$ cat src/rtl/div_seq.sv
// Sequential restoring divider: one quotient bit per clock, MSB first.
// Handles signed operands, divide-by-zero and the signed overflow case.
module div_seq #(
    parameter int DATA_W = 32
) (
    input  logic              clk,
    input  logic              rst_n,
    input  logic              clear_i,
    input  logic              in_valid_i,
    output logic              in_ready_o,
    input  logic              signed_i,
    input  logic [DATA_W-1:0] dividend_i,
    input  logic [DATA_W-1:0] divisor_i,
    output logic              out_valid_o,
    input  logic              out_ready_i,
    output logic [DATA_W-1:0] quotient_o,
    output logic [DATA_W-1:0] remainder_o,
    output logic              div_by_zero_o,
    output logic              busy_o
);

    localparam int CW = (DATA_W > 1) ? $clog2(DATA_W) : 1;

    typedef enum logic [1:0] {
        IDLE,
        CALC,
        DONE
    } state_t;

    state_t            state_q, state_d;
    logic [DATA_W-1:0] rem_q, rem_d;
    logic [DATA_W-1:0] quo_q, quo_d;
    logic [DATA_W-1:0] dvs_q, dvs_d;
    logic [DATA_W-1:0] qout_q, qout_d;
    logic [DATA_W-1:0] rout_q, rout_d;
    logic [CW-1:0]     cnt_q, cnt_d;
    logic              negq_q, negq_d;
    logic              negr_q, negr_d;
    logic              dbz_q, dbz_d;

    logic [DATA_W-1:0] a_mag, b_mag;
    logic [DATA_W:0]   t, d;
    logic              ge;
    logic [DATA_W-1:0] rem_nx, quo_nx;

    always_comb begin
        a_mag = (signed_i && dividend_i[DATA_W-1]) ? -dividend_i : dividend_i;
        b_mag = (signed_i && divisor_i[DATA_W-1]) ? -divisor_i : divisor_i;

        // Partial remainder stays below the divisor, so t - d fits in DATA_W bits.
        t      = {rem_q, quo_q[DATA_W-1]};
        d      = {1'b0, dvs_q};
        ge     = (t >= d);
        rem_nx = ge ? (t[DATA_W-1:0] - dvs_q) : t[DATA_W-1:0];
        quo_nx = {quo_q[DATA_W-2:0], ge};

        state_d = state_q;
        rem_d   = rem_q;
        quo_d   = quo_q;
        dvs_d   = dvs_q;
        qout_d  = qout_q;
        rout_d  = rout_q;
        cnt_d   = cnt_q;
        negq_d  = negq_q;
        negr_d  = negr_q;
        dbz_d   = dbz_q;

        if (clear_i) begin
            state_d = IDLE;
            dbz_d   = 1'b0;
        end else begin
            unique case (state_q)
                IDLE: begin
                    if (in_valid_i) begin
                        negq_d = signed_i &
                                 (dividend_i[DATA_W-1] ^ divisor_i[DATA_W-1]);
                        negr_d = signed_i & dividend_i[DATA_W-1];
                        rem_d  = '0;
                        quo_d  = a_mag;
                        dvs_d  = b_mag;
                        cnt_d  = CW'(DATA_W - 1);
                        if (divisor_i == '0) begin
                            state_d = DONE;
                            qout_d  = '1;
                            rout_d  = dividend_i;
                            dbz_d   = 1'b1;
                        end else begin
                            state_d = CALC;
                            dbz_d   = 1'b0;
                        end
                    end
                end
                CALC: begin
                    rem_d = rem_nx;
                    quo_d = quo_nx;
                    cnt_d = cnt_q - CW'(1);
                    if (cnt_q == '0) begin
                        state_d = DONE;
                        qout_d  = negq_q ? -quo_nx : quo_nx;
                        rout_d  = negr_q ? -rem_nx : rem_nx;
                    end
                end
                DONE: begin
                    if (out_ready_i) begin
                        state_d = IDLE;
                    end
                end
                default: state_d = IDLE;
            endcase
        end
    end

    always_ff @(posedge clk or negedge rst_n) begin
        if (!rst_n) begin
            state_q <= IDLE;
            rem_q   <= '0;
            quo_q   <= '0;
            dvs_q   <= '0;
            qout_q  <= '0;
            rout_q  <= '0;
            cnt_q   <= '0;
            negq_q  <= 1'b0;
            negr_q  <= 1'b0;
            dbz_q   <= 1'b0;
        end else begin
            state_q <= state_d;
            rem_q   <= rem_d;
            quo_q   <= quo_d;
            dvs_q   <= dvs_d;
            qout_q  <= qout_d;
            rout_q  <= rout_d;
            cnt_q   <= cnt_d;
            negq_q  <= negq_d;
            negr_q  <= negr_d;
            dbz_q   <= dbz_d;
        end
    end

    assign in_ready_o    = (state_q == IDLE);
    assign busy_o        = (state_q != IDLE);
    assign out_valid_o   = (state_q == DONE);
    assign quotient_o    = qout_q;
    assign remainder_o   = rout_q;
    assign div_by_zero_o = dbz_q;

endmodule

$ cat config.mk
export PLATFORM = sky130hd
export DESIGN_NAME = div_seq
export DESIGN_NICKNAME = d
export VERILOG_FILES = /design/src/rtl/div_seq.sv
export SDC_FILE = /design/constraint.sdc
export NUM_CORES = 1
export LEC_CHECK = 0
export CORE_MARGIN = 5
export CORE_UTILIZATION = 40
export CTS_CLUSTER_SIZE = 28
export DETAILED_ROUTE_END_ITERATION = 8
export GPL_TIMING_DRIVEN = 0
export PLACE_DENSITY = 0.67
export SLEW_MARGIN = 15
export SYNTH_ARGS = -nofsm -noshare
export SYNTH_HDL_FRONTEND = slang
export SYNTH_SLANG_ARGS = --single-unit
$ cat constraint.sdc
create_clock -name clk -period 7.6 [get_ports clk]
set_input_delay 1.52 -clock clk [delete_from_list [all_inputs] [get_ports clk]]
set_output_delay 1.52 -clock clk [all_outputs]
set_load 0.01 [all_outputs]
-- Word level (Yosys, flattened, before mapping)
Index checks and enable logic that the tools add are counted.
- bits of input ports: 70
- register bits: 170
- output and inout port bits: 68
- word-level logic and storage cells: 72
- $add $sub $neg: 6
- bitwise logic cells: 4
- eq/ne operators: 8
- reduce and logical (&&, ||, !) cells: 14
- $lt $le $gt $ge: 1
- mux-type cells: 29
- operator list (kind ; count):
    $mux W32 ; 13
    $pmux W32 S2 ; 4
    $neg A32 Y32 ; 4
    $ge A33 B32 Y1 ; 1
    $logic_not A32 Y1 ; 1
    $sub A32 B32 Y32 ; 1
    $mux W2 ; 5
    $pmux W5 S2 ; 1
    $reduce_and A3 Y1 ; 3
    $reduce_bool A2 Y1 ; 4
    $ne A3 B3 Y1 const B ; 2
    $pmux W2 S3 ; 1
    $logic_not A5 Y1 ; 1
    $mux W5 ; 1
    $reduce_and A5 Y1 ; 1
    $sub A5 B1 Y5 const B ; 1
    $mux W1 ; 4
    $ne A2 B2 Y1 const B ; 2
    $ne A3 B2 Y1 const B ; 1
    $and A1 B1 Y1 ; 2
    $eq A2 B1 Y1 const B ; 1
    $eq A2 B2 Y1 const B ; 1
    $logic_and A1 B1 Y1 ; 2
    $logic_not A2 Y1 ; 1
    other kinds (4) ; 4

-- Depth between registers and ports, before layout
- depth after elaboration: 6
- mapped depth: 24
- gate-level depth less buffers: 19

-- Worst setup path after synthesis
Ideal clock, no wire load.
- path kind: register to register
- start point: register rem_q[13]
- end point: register rout_q[30] (netlist: remainder_o[30])
- buffers on the path: 5
- library setup time: 0.133 ns
- required time: 7.467 ns
- clock period less this slack: 4.856 ns
- arrival: 4.723 ns
- stages on the path, launching flop included: 23
- slack: 2.744 ns
- cell sequence: dfrtp_1 -> ha_1 -> buf_2 -> nand4_1 -> or4_1 -> o31a_1 -> o31a_2 -> o21ai_4 -> buf_4 -> buf_2 -> clkbuf_1 -> buf_2 -> a21oi_1 -> inv_1 -> ha_1 -> nand2b_1 -> nor4_1 -> o221ai_2 -> nor4b_4 -> nand2_2 -> o31ai_4 -> xnor2_1 -> a21oi_2
- cells in the longest elaborated chain, start to end: 6
- elaborated cells between the ends (all ways): 7
- classes of those cells: add/sub: 2; order compare: 1; mux: 4
- RTL lines (item ; RTL line ; text):
    start: declaration ; 31 ; logic [DATA_W-1:0] rem_q, rem_d;
    start signal: assignment ; 127 ; rem_q <= rem_d;
    $sub A32 B32 Y32 or $ge A33 B32 Y1 (tied branches) ; 54, 53 ;
    $mux W32 (*) ; 54 ; rem_nx = ge ? (t[DATA_W-1:0] - dvs_q) : t[DATA_W-1:0];
    $neg A32 Y32 ; 100 ; rout_d = negr_q ? -rem_nx : rem_nx;
    $mux W32 (*) ; 100 ;
    $mux W32 (*) ; 97 ; if (cnt_q == '0) begin
    $pmux W32 S2 (*) ; 72 ; unique case (state_q)
    end signal: assignment ; 131 ; rout_q <= rout_d;
    end: declaration ; 35 ; logic [DATA_W-1:0] rout_q, rout_d;
Every way passes the cells marked *; elsewhere a longest branch is shown, timed or not. The select of a mux whose other input is x is not followed.
A chain may end at the register's enable or synchronous reset.

-- Final worst setup path
- start point: register rem_q[8]
- end point: register rout_q[30] (netlist: remainder_o[30])
The elaborated chain is that of the path after synthesis.

==> flow_summary_export.csv <==
group,metric,value,unit
power_and_ir_drop,p_seq_frac,0.235,
clock_network,cts_sinks,170,
yosys,ys_seq_area_frac,0.3472,
route,wl_per_cell,18.89,um
sta,setup_viol,0,
route,vias,11959,
yosys,synth_cell_types,84,
route,drt-initial-drc-count,988,
grt,grt_pass1_wl,63.07,mm
final_layout,drive_gt1_frac,0.04614,
sta,hold_violations,0,
yosys,ys_async_sr_fraction,1.000,
power_and_ir_drop,clkPwrFrac,0.136,
sta,hold_ws,0.4819,ns
die,dieArea,34240,sq um
sta,period_minus_slack,6.232,ns
final_layout,diodes,0,
sta,fin_skew,0.01248,ns
die,core_area,30430,sq um
sta,fin_ws,1.368,ns
grt,gr-usage-all-layers,0.2317,
yosys,synthesis.nets,1652,
yosys,mappedNetlistArea,12250,sq um
grt,antenna_found_initial,0,
placed_design,gp_congestion,0.9427,
yosys,synth_ff_type,"dfrtp_1",
critical_path,start_kind,"flip-flop",
yosys,avgSynthCellArea,7.942,sq um
critical_path,cp_max_fo,10,
final_layout,area.growth.synth_to_final,20.44,%
grt,grt_max_degree,99,
flow_run,drv_cap,0,
clock_network,postCtsResizedCells,0,
die,die_w,185.0,um
power_and_ir_drop,power_leakage,6.008,nW
clock_network,ctsHoldBuffers,0,
die,die_h,185.0,um
route,drt_wl_total,39.83,mm
clock_network,clk_pin_slew,0.08,ns
critical_path,endpoint_kind,"flip-flop",
yosys,yosys_register_bits,170,
sta,maxSlewViolCount,0,
sta,max_freq,160.5,MHz
final_layout,nets,1809,
die,start_util,0.4027,
clock_network,htreeDepth,4,
yosys,syn_inst,1543,
clock_network,clock_latency,0.45,ns
clock_network,clock_path_buffers,2,
power_and_ir_drop,ir_drop,0.2329,mV
route,viasPerCell,5.673,
power_and_ir_drop,combPwrFrac,0.629,
grt,grt_pass1_vias,11633,
worst_hold_path,hold_class,"reg2reg",
die,rows,64,
yosys,ys_warn_count,0,
placed_design,place_ws,1.439,ns
sta,fin_crit_sh,0.8200,
clock_network,postCtsSetupBuffers,0,
sta,rsz0062_at_grt,"no",
route,first_pass_iters,6,
final_layout,fin_area,14760,sq um
critical_path,critPathRequiredTime,7.92,ns
power_and_ir_drop,switchingPower,3.342,mW
route,postRouteAntennaNets,0,
grt,grt_remaining_overflow,0,
clock_network,root_buffer,"clkbuf_16",
power_and_ir_drop,internal_power,3.475,mW
sta,slew-limit-headroom,0.2437,
power_and_ir_drop,p_per_area,461.8,nW/um^2
route,drc_errors,0,
placed_design,dpl_cell_area,14150,sq um
yosys,synth_edf_count,0,
sta,tns,0,ns
clock_network,cts_tree,"done",
outcome,status,"finished, final reports clean",
power_and_ir_drop,switching_share,0.4902,
placed_design,dp_hpwl,31.60,mm
clock_network,cts_buffers,17,
critical_path,path_class,"reg2reg",
sta,worst_pin_slew,1.130,ns
placed_design,port_buffers,137,
critical_path,worstPathArrival,6.55,ns
die,io_pins,138,
-- layout make-up --
class / count / area [sq um]
Multi-Input combinational cell: 1224 / 7401
Sequential cell: 170 / 4254
Clock buffer: 17 / 425.4
Tap cell: 396 / 495.5
Inverter: 59 / 221.5
Clock inverter: 14 / 180.2
Buffer: 90 / 377.9
Fill cell: 3042 / 15670
Timing Repair Buffer: 138 / 1404
-- flip-flops by register name, summed over array words and instances (netlist names) --
| register | flops |
|---|---|
| cnt_q | 5 |
| div_by_zero_o | 1 |
| dvs_q | 32 |
| negq_q | 1 |
| negr_q | 1 |
| quo_q | 32 |
| quotient_o | 32 |
| rem_q | 32 |
| remainder_o | 32 |
| state_q | 2 |
-- critical path: stages, from the launching register on --
cell      delay, ns
dfrtp_1        0.49
ha_1           0.32
buf_2          0.18
nand4_1        0.16
or4_1          0.55
o31a_1         0.30
o31a_2         0.15
o21ai_4        0.17
buf_4          0.28
buf_2          0.31
clkbuf_1       0.53
buf_2          0.42
a21oi_1        0.14
inv_1          0.08
ha_1           0.24
nand2b_1       0.08
nor4_1         0.40
o221ai_2       0.26
nor4b_4        0.40
nand2_2        0.12
o31ai_4        0.22
xnor2_1        0.18
a21oi_2        0.08
-- cell usage in the layout (no fill, tap or decap), types with 6 or more instances in the layout --
cell | Yosys | routed
o21ai_0 | 167 | 167
mux2i_1 | 20 | 20
or4_1 | 13 | 13
nor3_1 | 25 | 25
o21a_1 | 6 | 6
nor3b_1 | 7 | 7
a21o_1 | 13 | 13
o211ai_1 | 13 | 13
nor4_1 | 13 | 13
buf_1 | 6 | 6
a211oi_1 | 13 | 13
xnor2_1 | 59 | 59
a31oi_1 | 43 | 43
dfrtp_1 | 170 | 170
o41ai_1 | 14 | 14
and2_1 | 10 | 10
ha_1 | 38 | 38
o31ai_1 | 20 | 20
clkdlybuf4s50_1 | 0 | 136
o22ai_1 | 6 | 6
clkbuf_1 | 70 | 70
nor2b_1 | 7 | 7
nand3_1 | 22 | 22
and3_1 | 7 | 7
a21oi_1 | 134 | 134
nand2b_1 | 11 | 11
nand4_1 | 14 | 14
or3_1 | 27 | 27
nor2_1 | 154 | 154
clkbuf_16 | 0 | 17
nand2_1 | 206 | 206
xor2_1 | 73 | 73
buf_2 | 8 | 8
or2_2 | 6 | 6
inv_1 | 58 | 58
-- power by group through the flow --
stage / combinational (mW) / sequential [mW] / clock (mW)
after global routing: 4.72 / 1.64 / 0.971
after floorplan: 2.88 / 1.57 / 0
final: 4.29 / 1.60 / 0.928
after detailed placement: 4.23 / 1.60 / 0
after CTS: 4.24 / 1.59 / 0.934
after global placement: 4.17 / 1.59 / 0
-- cell usage after synthesis (5+ instances only) --
| master | instances | area (sq um) |
|---|---|---|
| nand2_1 | 206 | 773.2 |
| dfrtp_1 | 170 | 4254 |
| o21ai_0 | 167 | 835.8 |
| nor2_1 | 154 | 578.1 |
| a21oi_1 | 134 | 670.6 |
| xor2_1 | 73 | 639.4 |
| clkbuf_1 | 70 | 262.8 |
| xnor2_1 | 59 | 516.8 |
| inv_1 | 58 | 217.7 |
| a31oi_1 | 43 | 269.0 |
| ha_1 | 38 | 475.5 |
| or3_1 | 27 | 168.9 |
| nor3_1 | 25 | 125.1 |
| nand3_1 | 22 | 110.1 |
| mux2i_1 | 20 | 200.2 |
| o31ai_1 | 20 | 150.1 |
| nand4_1 | 14 | 87.58 |
| o41ai_1 | 14 | 122.6 |
| a211oi_1 | 13 | 97.59 |
| a21o_1 | 13 | 97.59 |
| nor4_1 | 13 | 81.33 |
| o211ai_1 | 13 | 97.59 |
| or4_1 | 13 | 97.59 |
| nand2b_1 | 11 | 68.82 |
| and2_1 | 10 | 62.56 |
| buf_2 | 8 | 40.04 |
| and3_1 | 7 | 43.79 |
| nor2b_1 | 7 | 43.79 |
| nor3b_1 | 7 | 52.55 |
| buf_1 | 6 | 22.52 |
| o21a_1 | 6 | 45.04 |
| o22ai_1 | 6 | 37.54 |
| or2_2 | 6 | 37.54 |
| nand3b_1 | 5 | 37.54 |
-- routing by layer --
metal	GRT usage	vias up	share of wire
met5	0	-	0
met4	0.06489	0	0.021
met3	0.02926	63	0.060
met2	0.3894	452	0.47
met1	0.3160	5644	0.45
li1	-	5800	-
-- logic make-up (layout without fill, tap and decap cells) --
family,Yosys count,after routing,synth area share
adder cells (fa/ha/maj),39,39,0.04043
buffers and inverters,149,318,0.04891
multiplexers,21,21,0.01726
XOR/XNOR,132,132,0.09434
flip-flops,170,170,0.3472
AO/OA/AOI/OAI,483,483,0.2408
AND/OR/NAND/NOR,549,549,0.2111
-- metrics by stage --
step,std cells,total power [mW],utilization
2_1_floorplan,1543,4.448,-
3_3_place_gp,2076,5.762,0.4641
3_5_place_dp,2077,5.831,0.4651
4_1_cts,2108,6.765,0.4850
5_1_grt,2108,7.332,0.4850
6_report,2108,6.816,0.4850
-- path summary, 6_finish.rpt --
path,slack (ns),depth (start not counted),from,to
worst max-delay path,1.37,22,rem_q[8]$_DFFE_PN0P_,remainder_o[30]$_DFFE_PN0P_
worst min-delay path,0.48,2,dvs_q[12]$_DFFE_PN0P_,dvs_q[12]$_DFFE_PN0P_
worst max register to register,1.37,22,rem_q[8]$_DFFE_PN0P_,remainder_o[30]$_DFFE_PN0P_
worst min register to register,0.48,2,dvs_q[12]$_DFFE_PN0P_,dvs_q[12]$_DFFE_PN0P_
max in group asynchronous,5.70,2,rst_n,rem_q[21]$_DFFE_PN0P_
min in group asynchronous,1.02,1,rst_n,quotient_o[8]$_DFFE_PN0P_
Note: power is estimated with default switching activity, not from simulation.
